<file path="src/rtl/vga_sync_monitor.sv">
// vga_sync_monitor: rebuilds active X/Y from sampled HS/VS/BLANK_N, measures line/frame timing, locks and flags errors.
// Define VGA_MON_STATS_EN to add a saturating Err_Count of bad lines/frames seen while locked.
module vga_sync_monitor #(
  parameter int H_TOTAL = 800,
  parameter int V_TOTAL = 525,
  parameter int H_ACTIVE = 640,
  parameter int V_ACTIVE = 480,
  parameter int LOCK_FRAMES = 2
) (
  input  logic        Clk,
  input  logic        Reset,
  input  logic        Pix_En,
  input  logic        HS_N,
  input  logic        VS_N,
  input  logic        BLANK_N,
  input  logic        Err_Clr,
  output logic [9:0]  Rx_X,
  output logic [9:0]  Rx_Y,
  output logic        Rx_Valid,
  output logic        Frame_Start,
  output logic        Locked,
  output logic        H_Err,
  output logic        V_Err,
  output logic [10:0] Line_Len,
  output logic [9:0]  Frame_Lines,
  output logic [15:0] Err_Count
);
  typedef enum logic [1:0] {SEARCH, MEASURE, LOCKED} state_t;
  localparam logic [11:0] HT = 12'(H_TOTAL);
  localparam logic [10:0] VT = 11'(V_TOTAL);
  localparam logic [10:0] HA = 11'(H_ACTIVE);
  localparam logic [10:0] VA = 11'(V_ACTIVE);
  localparam logic [2:0]  LF = 3'(LOCK_FRAMES);
  state_t state, state_n;
  logic [2:0] good_cnt, good_n;
  logic hs_q, vs_q, bl_q, line_seen, frame_bad;
  logic hs_fall, vs_fall, bl_fall, timeout, line_bad, frame_bad_now, set_h, set_v;
  logic [10:0] pix_cnt, pix_n, act_x, act_y;
  logic [11:0] len_m;
  logic [9:0] ln_cnt, ln_inc, rx_x_n, rx_y_n;

  always_comb begin
    hs_fall = Pix_En & hs_q & ~HS_N;
    vs_fall = Pix_En & vs_q & ~VS_N;
    bl_fall = Pix_En & bl_q & ~BLANK_N;
    pix_n = hs_fall ? '0 : (&pix_cnt ? pix_cnt : pix_cnt + 11'd1);
    timeout = Pix_En & (&pix_n);
    len_m = {1'b0, pix_cnt} + 12'd1;
    ln_inc = hs_fall && !(&ln_cnt) ? ln_cnt + 10'd1 : ln_cnt;
    act_x = {1'b0, Rx_X} + 11'd1;
    act_y = bl_fall ? {1'b0, Rx_Y} + 11'd1 : {1'b0, Rx_Y};
    rx_x_n = BLANK_N & bl_q ? (&Rx_X ? Rx_X : Rx_X + 10'd1) : '0;
    rx_y_n = vs_fall ? '0 : (bl_fall && !(&Rx_Y) ? Rx_Y + 10'd1 : Rx_Y);
    line_bad = (hs_fall & line_seen & (len_m != HT)) | (bl_fall & (act_x != HA));
    // the line closing on this strobe belongs to the frame closing on it
    frame_bad_now = frame_bad | line_bad | ({1'b0, ln_inc} != VT) | (act_y != VA);
  end

  always_comb begin
    state_n = state;
    good_n = good_cnt;
    set_h = 1'b0;
    set_v = 1'b0;
    case (state)
      SEARCH: if (vs_fall) begin
        state_n = MEASURE;
        good_n = '0;
      end
      MEASURE: if (vs_fall) begin
        good_n = frame_bad_now ? '0 : good_cnt + 3'd1;
        state_n = !frame_bad_now && good_cnt + 3'd1 == LF ? LOCKED : MEASURE;
      end
      LOCKED: begin
        set_h = line_bad;
        set_v = vs_fall & frame_bad_now;
        if (set_h | set_v) begin
          state_n = MEASURE;
          good_n = '0;
        end
      end
      default: state_n = SEARCH;
    endcase
    if (timeout) begin
      state_n = SEARCH;
      good_n = '0;
    end
  end

  always_ff @(posedge Clk or posedge Reset) begin
    if (Reset) begin
      state <= SEARCH;
      good_cnt <= '0;
      hs_q <= 1'b0;
      vs_q <= 1'b0;
      bl_q <= 1'b0;
      line_seen <= 1'b0;
      frame_bad <= 1'b0;
      pix_cnt <= '0;
      ln_cnt <= '0;
      Rx_X <= '0;
      Rx_Y <= '0;
      Rx_Valid <= 1'b0;
      Frame_Start <= 1'b0;
      H_Err <= 1'b0;
      V_Err <= 1'b0;
      Line_Len <= '0;
      Frame_Lines <= '0;
    end else begin
      state <= state_n;
      good_cnt <= good_n;
      Frame_Start <= vs_fall;
      H_Err <= set_h | (H_Err & ~Err_Clr);
      V_Err <= set_v | (V_Err & ~Err_Clr);
      if (Pix_En) begin
        hs_q <= HS_N;
        vs_q <= VS_N;
        bl_q <= BLANK_N;
        pix_cnt <= pix_n;
        line_seen <= timeout ? 1'b0 : line_seen | hs_fall;
        frame_bad <= vs_fall ? 1'b0 : frame_bad | line_bad;
        ln_cnt <= vs_fall ? '0 : ln_inc;
        Rx_X <= rx_x_n;
        Rx_Y <= rx_y_n;
        Rx_Valid <= BLANK_N & (state_n == LOCKED);
        if (hs_fall & line_seen) Line_Len <= len_m[10:0];
        if (vs_fall) Frame_Lines <= ln_inc;
      end
    end
  end

  assign Locked = state == LOCKED;

`ifdef VGA_MON_STATS_EN
  logic [16:0] err_sum;
  assign err_sum = {1'b0, Err_Clr ? 16'd0 : Err_Count} + 17'(set_h) + 17'(set_v);
  always_ff @(posedge Clk or posedge Reset) begin
    if (Reset) Err_Count <= '0;
    else Err_Count <= err_sum[16] ? '1 : err_sum[15:0];
  end
`else
  assign Err_Count = '0;
`endif
endmodule

</file>
<file path="config.mk">
export PLATFORM = sky130hd
export DESIGN_NAME = vga_sync_monitor
export DESIGN_NICKNAME = d
export VERILOG_FILES = /design/src/rtl/vga_sync_monitor.sv
export SDC_FILE = /design/constraint.sdc
export NUM_CORES = 1
export LEC_CHECK = 0
export BUFFER_PORTS_ARGS = -buffer_cell sky130_fd_sc_hd__clkbuf_2
export CAP_MARGIN = 10
export CELL_PAD_IN_SITES_DETAIL_PLACEMENT = 0
export CELL_PAD_IN_SITES_GLOBAL_PLACEMENT = 2
export CORE_ASPECT_RATIO = 0.75
export CORE_MARGIN = 1.5
export CORE_UTILIZATION = 31
export CTS_BUF_LIST = sky130_fd_sc_hd__clkbuf_8 sky130_fd_sc_hd__clkbuf_16
export CTS_CLUSTER_SIZE = 25
export DETAILED_ROUTE_END_ITERATION = 12
export GPL_ROUTABILITY_DRIVEN = 0
export GPL_TIMING_DRIVEN = 0
export HOLD_SLACK_MARGIN = 0.05
export PLACE_DENSITY = 0.87
export SLEW_MARGIN = 20
export SYNTH_ARGS = -nofsm -noshare
export SYNTH_HDL_FRONTEND = slang
export SYNTH_SLANG_ARGS = --single-unit
</file>
<file path="constraint.sdc">
create_clock -name Clk -period 2.5 [get_ports Clk]
set_input_delay 0.625 -clock Clk [delete_from_list [all_inputs] [get_ports Clk]]
set_output_delay 0.625 -clock Clk [all_outputs]
set_load 0.01 [all_outputs]
</file>
# After elaboration in Yosys (flattened, before gate mapping)
# Index checks and enable logic that the tools add are counted.
[totals] regBits=76 wordCells=108
[op_classes] n_addsub=8 n_eq_ne=12 mux=25 n_bitwise=27 reduce_logical=19
[op_table] op="two-way mux 10 bit" count=6
[op_table] op="two-way mux 11 bit" count=3
[op_table] op="adder 10 x 1 -> 10 bit, second input constant" count=3
[op_table] op="AND reduction 10 bit" count=3
[op_table] op="adder 10 x 1 -> 11 bit, second input constant" count=2
[op_table] op="AND reduction 11 bit" count=2
[op_table] op="bitwise AND 1 bit" count=15
[op_table] op="two-way mux 3 bit" count=5
[op_table] op="adder 11 x 1 -> 12 bit, second input constant" count=1
[op_table] op="!= test 12 x 10 -> 1 bit, second input constant" count=1
[op_table] op="adder 11 x 1 -> 11 bit, second input constant" count=1
[op_table] op="!= test 11 x 10 -> 1 bit, second input constant" count=1
[op_table] op="!= test 11 x 9 -> 1 bit, second input constant" count=1
[op_table] op="two-way mux 2 bit" count=5
[op_table] op="!= test 10 bit, second input constant" count=1
[op_table] op="one-hot mux 3 bit (3 select lines)" count=1
[op_table] op="OR 1 bit" count=8
[op_table] op="AND reduction 2 bit" count=4
[op_table] op="!= test 3 bit, second input constant" count=2
[op_table] op="one-hot mux 2 bit (3 select lines)" count=1
[op_table] op="== test 2 bit, second input constant" count=2
[op_table] op="two-way mux 1 bit" count=4
[op_table] op="inverter 1 bit" count=4
[op_table] op="AND reduction 4 bit" count=1
[op_table] op="10 further kinds" count=14

# Logic depth before layout (Yosys ltp)
[logic_depth] depth_word=16 mapped_depth=10

# Least setup slack after synthesis
# Ideal clock, no wire load.
[synth_timing] path_kind="input port to flip-flop" startpoint="input port Pix_En" endpoint="register V_Err" t_arrival_ns=2.333 required_ns=2.378 path_slack_ns=0.046 path_stages=8 path_buffers=1 path_cell_list="buf_4 nand3b_2 nor4_1 mux2i_1 o21ai_1 nor4_4 nand2_2 a32o_1"
[synth_via] elab_chain_cells=11 word_cells_on_any_way=21
[synth_lines] item="from (decl)" line_no="12" text="input logic Pix_En,"
[synth_lines] item="bitwise AND 1 bit (2 in series)" line_no="43" text="hs_fall = Pix_En & hs_q & ~HS_N;"
[synth_lines] item="bitwise AND 1 bit (2 in series)" line_no="54" text="line_bad = (hs_fall & line_seen & (len_m != HT)) | (bl_fall & (act_x != HA));"
[synth_lines] item="OR 1 bit" line_no="54"
[synth_lines] item="OR 1 bit (3 in series)" line_no="56" text="frame_bad_now = frame_bad | line_bad | ({1'b0, ln_inc} != VT) | (act_y != VA);"
[synth_lines] item="bitwise AND 1 bit *" line_no="75" text="set_v = vs_fall & frame_bad_now;"
[synth_lines] item="two-way mux 1 bit *" line_no="64" text="case (state)"
[synth_lines] item="OR 1 bit *" line_no="113" text="V_Err <= set_v | (V_Err & ~Err_Clr);"
[synth_lines] item="to (signal assigned)" line_no="113"
[synth_lines] item="to (decl)" line_no="23" text="output logic V_Err,"
# Mark *: on every way between the ends. The rest lies on a longest branch, timed or not.
# A chain may end at the register's enable or synchronous reset.

# Worst setup path after layout
[layout_timing] startpoint="register pix_cnt[4]" endpoint="register state[0]"
[layout_via] elab_chain_cells=13 word_cells_on_any_way=22
[layout_lines] item="from (decl)" line_no="38" text="logic [10:0] pix_cnt, pix_n, act_x, act_y;"
[layout_lines] item="from (signal assigned)" line_no="118" text="pix_cnt <= pix_n;"
[layout_lines] item="adder 11 x 1 -> 12 bit" line_no="48" text="len_m = {1'b0, pix_cnt} + 12'd1;"
[layout_lines] item="!= test 12 x 10 -> 1 bit" line_no="54"
[layout_lines] item="bitwise AND 1 bit" line_no="54"
[layout_lines] item="OR 1 bit" line_no="54"
[layout_lines] item="OR 1 bit (3 in series)" line_no="56"
[layout_lines] item="logical NOT 1 bit" line_no="71" text="state_n = !frame_bad_now && good_cnt + 3'd1 == LF ? LOCKED : MEASURE;"
[layout_lines] item="logical AND 1 bit" line_no="71"
[layout_lines] item="two-way mux 2 bit" line_no="71"
[layout_lines] item="two-way mux 2 bit" line_no="69" text="MEASURE: if (vs_fall) begin"
[layout_lines] item="one-hot mux 2 bit (3 select lines)" line_no="64"
[layout_lines] item="two-way mux 2 bit *" line_no="83" text="if (timeout) begin"
[layout_lines] item="named net state_n[0]" line_no="34" text="state_t state, state_n;"
[layout_lines] item="to (signal assigned)" line_no="109" text="state <= state_n;"
[layout_lines] item="to (decl)" line_no="34"
# Mark *: on every way through the listed nets, which the timed path passes. The rest lies on a longest branch.

==> results.tsv <==
stage	metric	value	unit
run_status	outcome	finished with violations	
run_status	violations	negative setup slack	
sta	setup_viol	3	
worst_setup_path	crit_type	flip-flop to flip-flop	
drt	drc	0	
sta	finalMaxSlewViolations	0	
sta	fin_hold_ws	0.327	ns
worst_setup_path	worstPathArrival	2.77	ns
final_layout	area_delta_synth_final	28.8	%
sta	period_share	1.02	
floorplan	fp.dieW	144	um
drt	via_count	4419	
worst_setup_path	startpoint_type	flip-flop	
floorplan	dieArea	15800	um^2
cts	cts_max_level	3	
final_layout	final_cell_mix	dfrtp_1, o21ai_0, nand2_1, clkbuf_2, buf_4	
yosys	ys_seq_area_frac	0.409	
sta	maxSlewHeadroom	0.418	
final_layout	mostFrequentLayoutCell	dfrtp_1	
drt	antenna_left	0	
sta	hold_viol_final	0	
sta	min_period	2.54	ns
final_layout	antennaDiodeCount	0	
global_routing	grt_usage	0.177	
floorplan	initial_core_util	0.320	
global_routing	grt_pass1_vias	4217	
place	io_buffers	51	
final_layout	layout-drive-gt1-share	0.281	
floorplan	rows	38	
yosys	async_flop_share	1.00	
global_routing	grt_pass1_wl	21700	um
yosys	syn-mean-instance-area	8.68	um^2
global_routing	grt_max_degree	33	
place	place_inst	804	
final_layout	final_nets	657	
cts	clk_latency	0.34	ns
worst_setup_path	required	2.73	ns
cts	clock_sinks	76	
flow_run	cap_violations	0	
sta	fin_tns_setup	-0.0833	ns
power_and_ir_drop	powerDensity	655	nW/um^2
power_and_ir_drop	leakage	2.58	nW
worst_setup_path	endpoint_kind	flip-flop	
sta	worst_pin_slew	0.867	ns
power_and_ir_drop	peakVddDrop	0.378	mV
final_layout	fillerInstances	1506	
power_and_ir_drop	total_power	3.92	mW
yosys	ys_types	69	
place	hpwlAfterDp	9290	um
yosys	synth_edf_count	0	
drt	routed_via_density	5.21	
sta	layout_setup_ws	-0.0426	ns
cts	cts_tree	yes	
yosys	netlist_instances	536	
cts	clock_path_buffers	2	
cts	cts_buffers	9	
global_routing	antenna_found_initial	0	
floorplan	die_h	109	um
yosys	yosysTopAreaCell	dfrtp_1	
sta	max_freq	393	MHz
sta	rsz0062_at_grt	yes	
sta	fin_skew	0.00570	ns
drt	drtIter0Drc	304	
yosys	ys.flop_type	dfrtp_1	
yosys	ys_warn_count	0	
cts	cts_root_buf	clkbuf_16	
floorplan	io_pins	69	
yosys	synth_top_area_share	0.409	
drt	post_drt_wl_per_cell	15.7	um
worst_setup_path	crit_path_max_fanout	6	
floorplan	core	14500	um^2
yosys	ys_seq_elements	76	
global_routing	grt-ovfl-total	0	
drt	drt_first_pass_iters	5	
cts	clkTransAtPathRegs	0.06	ns
drt	drt-total-wl	13300	um
hold_path	holdCritPathClass	input port to asynchronous set/reset pin	
yosys	synth_top_cells_by_area	dfrtp_1, o21ai_0, nand2_1, nand3_1, nor2_1	
final_layout	stdcell_count	848	
yosys	synth_area	4650	um^2
## metal layers
layer  track usage  vias to the layer above  share of wire  routed length [um]
met2         0.261                      129           0.43                5790
met4        0.0628                        0          0.014                 192
met5             0                        -              0                   0
met3        0.0321                       17          0.050                 671
li1              -                     2123              -                   -
met1         0.259                     2150           0.50                6690
## state kept, by name, indices dropped and copies added, names as in the netlist, 2 cells and up
register and cells:
Rx_Y 10, Rx_X 10, ln_cnt 10, state 2, Frame_Lines 10, Line_Len 11
good_cnt 3, pix_cnt 11
## where the power goes
part / total [mW] / internal (mW) / leakage [nW] / switching, mW
clock network: 1.44 / 0.902 / 0.157 / 0.534
logic: 0.990 / 0.434 / 1.42 / 0.556
registers: 1.50 / 1.37 / 1.01 / 0.126
## cell usage after synthesis (9+ instances only)
cell      number
o21ai_0       56
buf_2         12
nor4_1        12
nand2_1       53
nand3_1       33
nand2b_1       9
dfrtp_1       76
clkbuf_1      13
nand4_1       16
xnor2_1        9
a21oi_1       31
buf_4         17
nor2_1        44
inv_1         20
## final timing paths
kind / from / end / slack, ns / depth (start not counted)
worst max-delay path: pix_cnt[4] / state[0] / -0.04 / 8
worst max register to register: pix_cnt[4] / state[0] / -0.04 / 8
worst min-delay path: Reset / pix_cnt[6] / 0.33 / 2
max in group asynchronous: Reset / Rx_X[0] / 1.63 / 3
worst min register to register: Line_Len[6] / Line_Len[6] / 0.48 / 2
min in group Clk: Line_Len[6] / Line_Len[6] / 0.48 / 2
## critical path: stages, from the launching register on
cell	delay (ns)
dfrtp_1	0.42
buf_6	0.14
or4_4	0.48
a2111oi_4	0.40
nand4_2	0.22
a22oi_4	0.34
buf_4	0.17
o21ai_2	0.05
o211a_1	0.22
## metrics by stage
step                      cell area (um^2)   util  worst slack (ns)
after floorplan                       4710      -            0.0456
after global placement                5220  0.359            -0.491
after detailed placement              5260  0.361            -0.471
after CTS                             5710  0.392          0.000296
after global routing                  5990  0.412            -0.101
final                                 5990  0.412           -0.0426
## final cells by class
type                       count  area (um^2)  share of cell area
timing repair buffer          82          517              0.0863
buffer                        47          310              0.0518
inverter                      21         82.6              0.0138
sequential                    76         1910               0.319
tap                          200          250              0.0418
clock inverter                 6         87.6              0.0146
clock buffer                  10          239              0.0399
multi-input combinational    406         2590               0.433
## cell families after synthesis
group	after synthesis	synth area share
and+or+nand+nor	216	0.243
AOI/OAI and AO/OA	143	0.201
DFF	76	0.409
buffers and inverters	69	0.0791
xor gates and xnor gates	14	0.0264
muxes	10	0.0223
adders and majority gates	7	0.0188
other	1	0.000806
## what timing repair did
action / CTS / global route
buffers inserted: 9 / 20
pin swaps: 7 / 12
hold buffers: 0 / 0
setup endpoints to repair: 9 / 21
gates resized for setup: 11 / 39
Note: power is estimated with default switching activity, not from simulation.
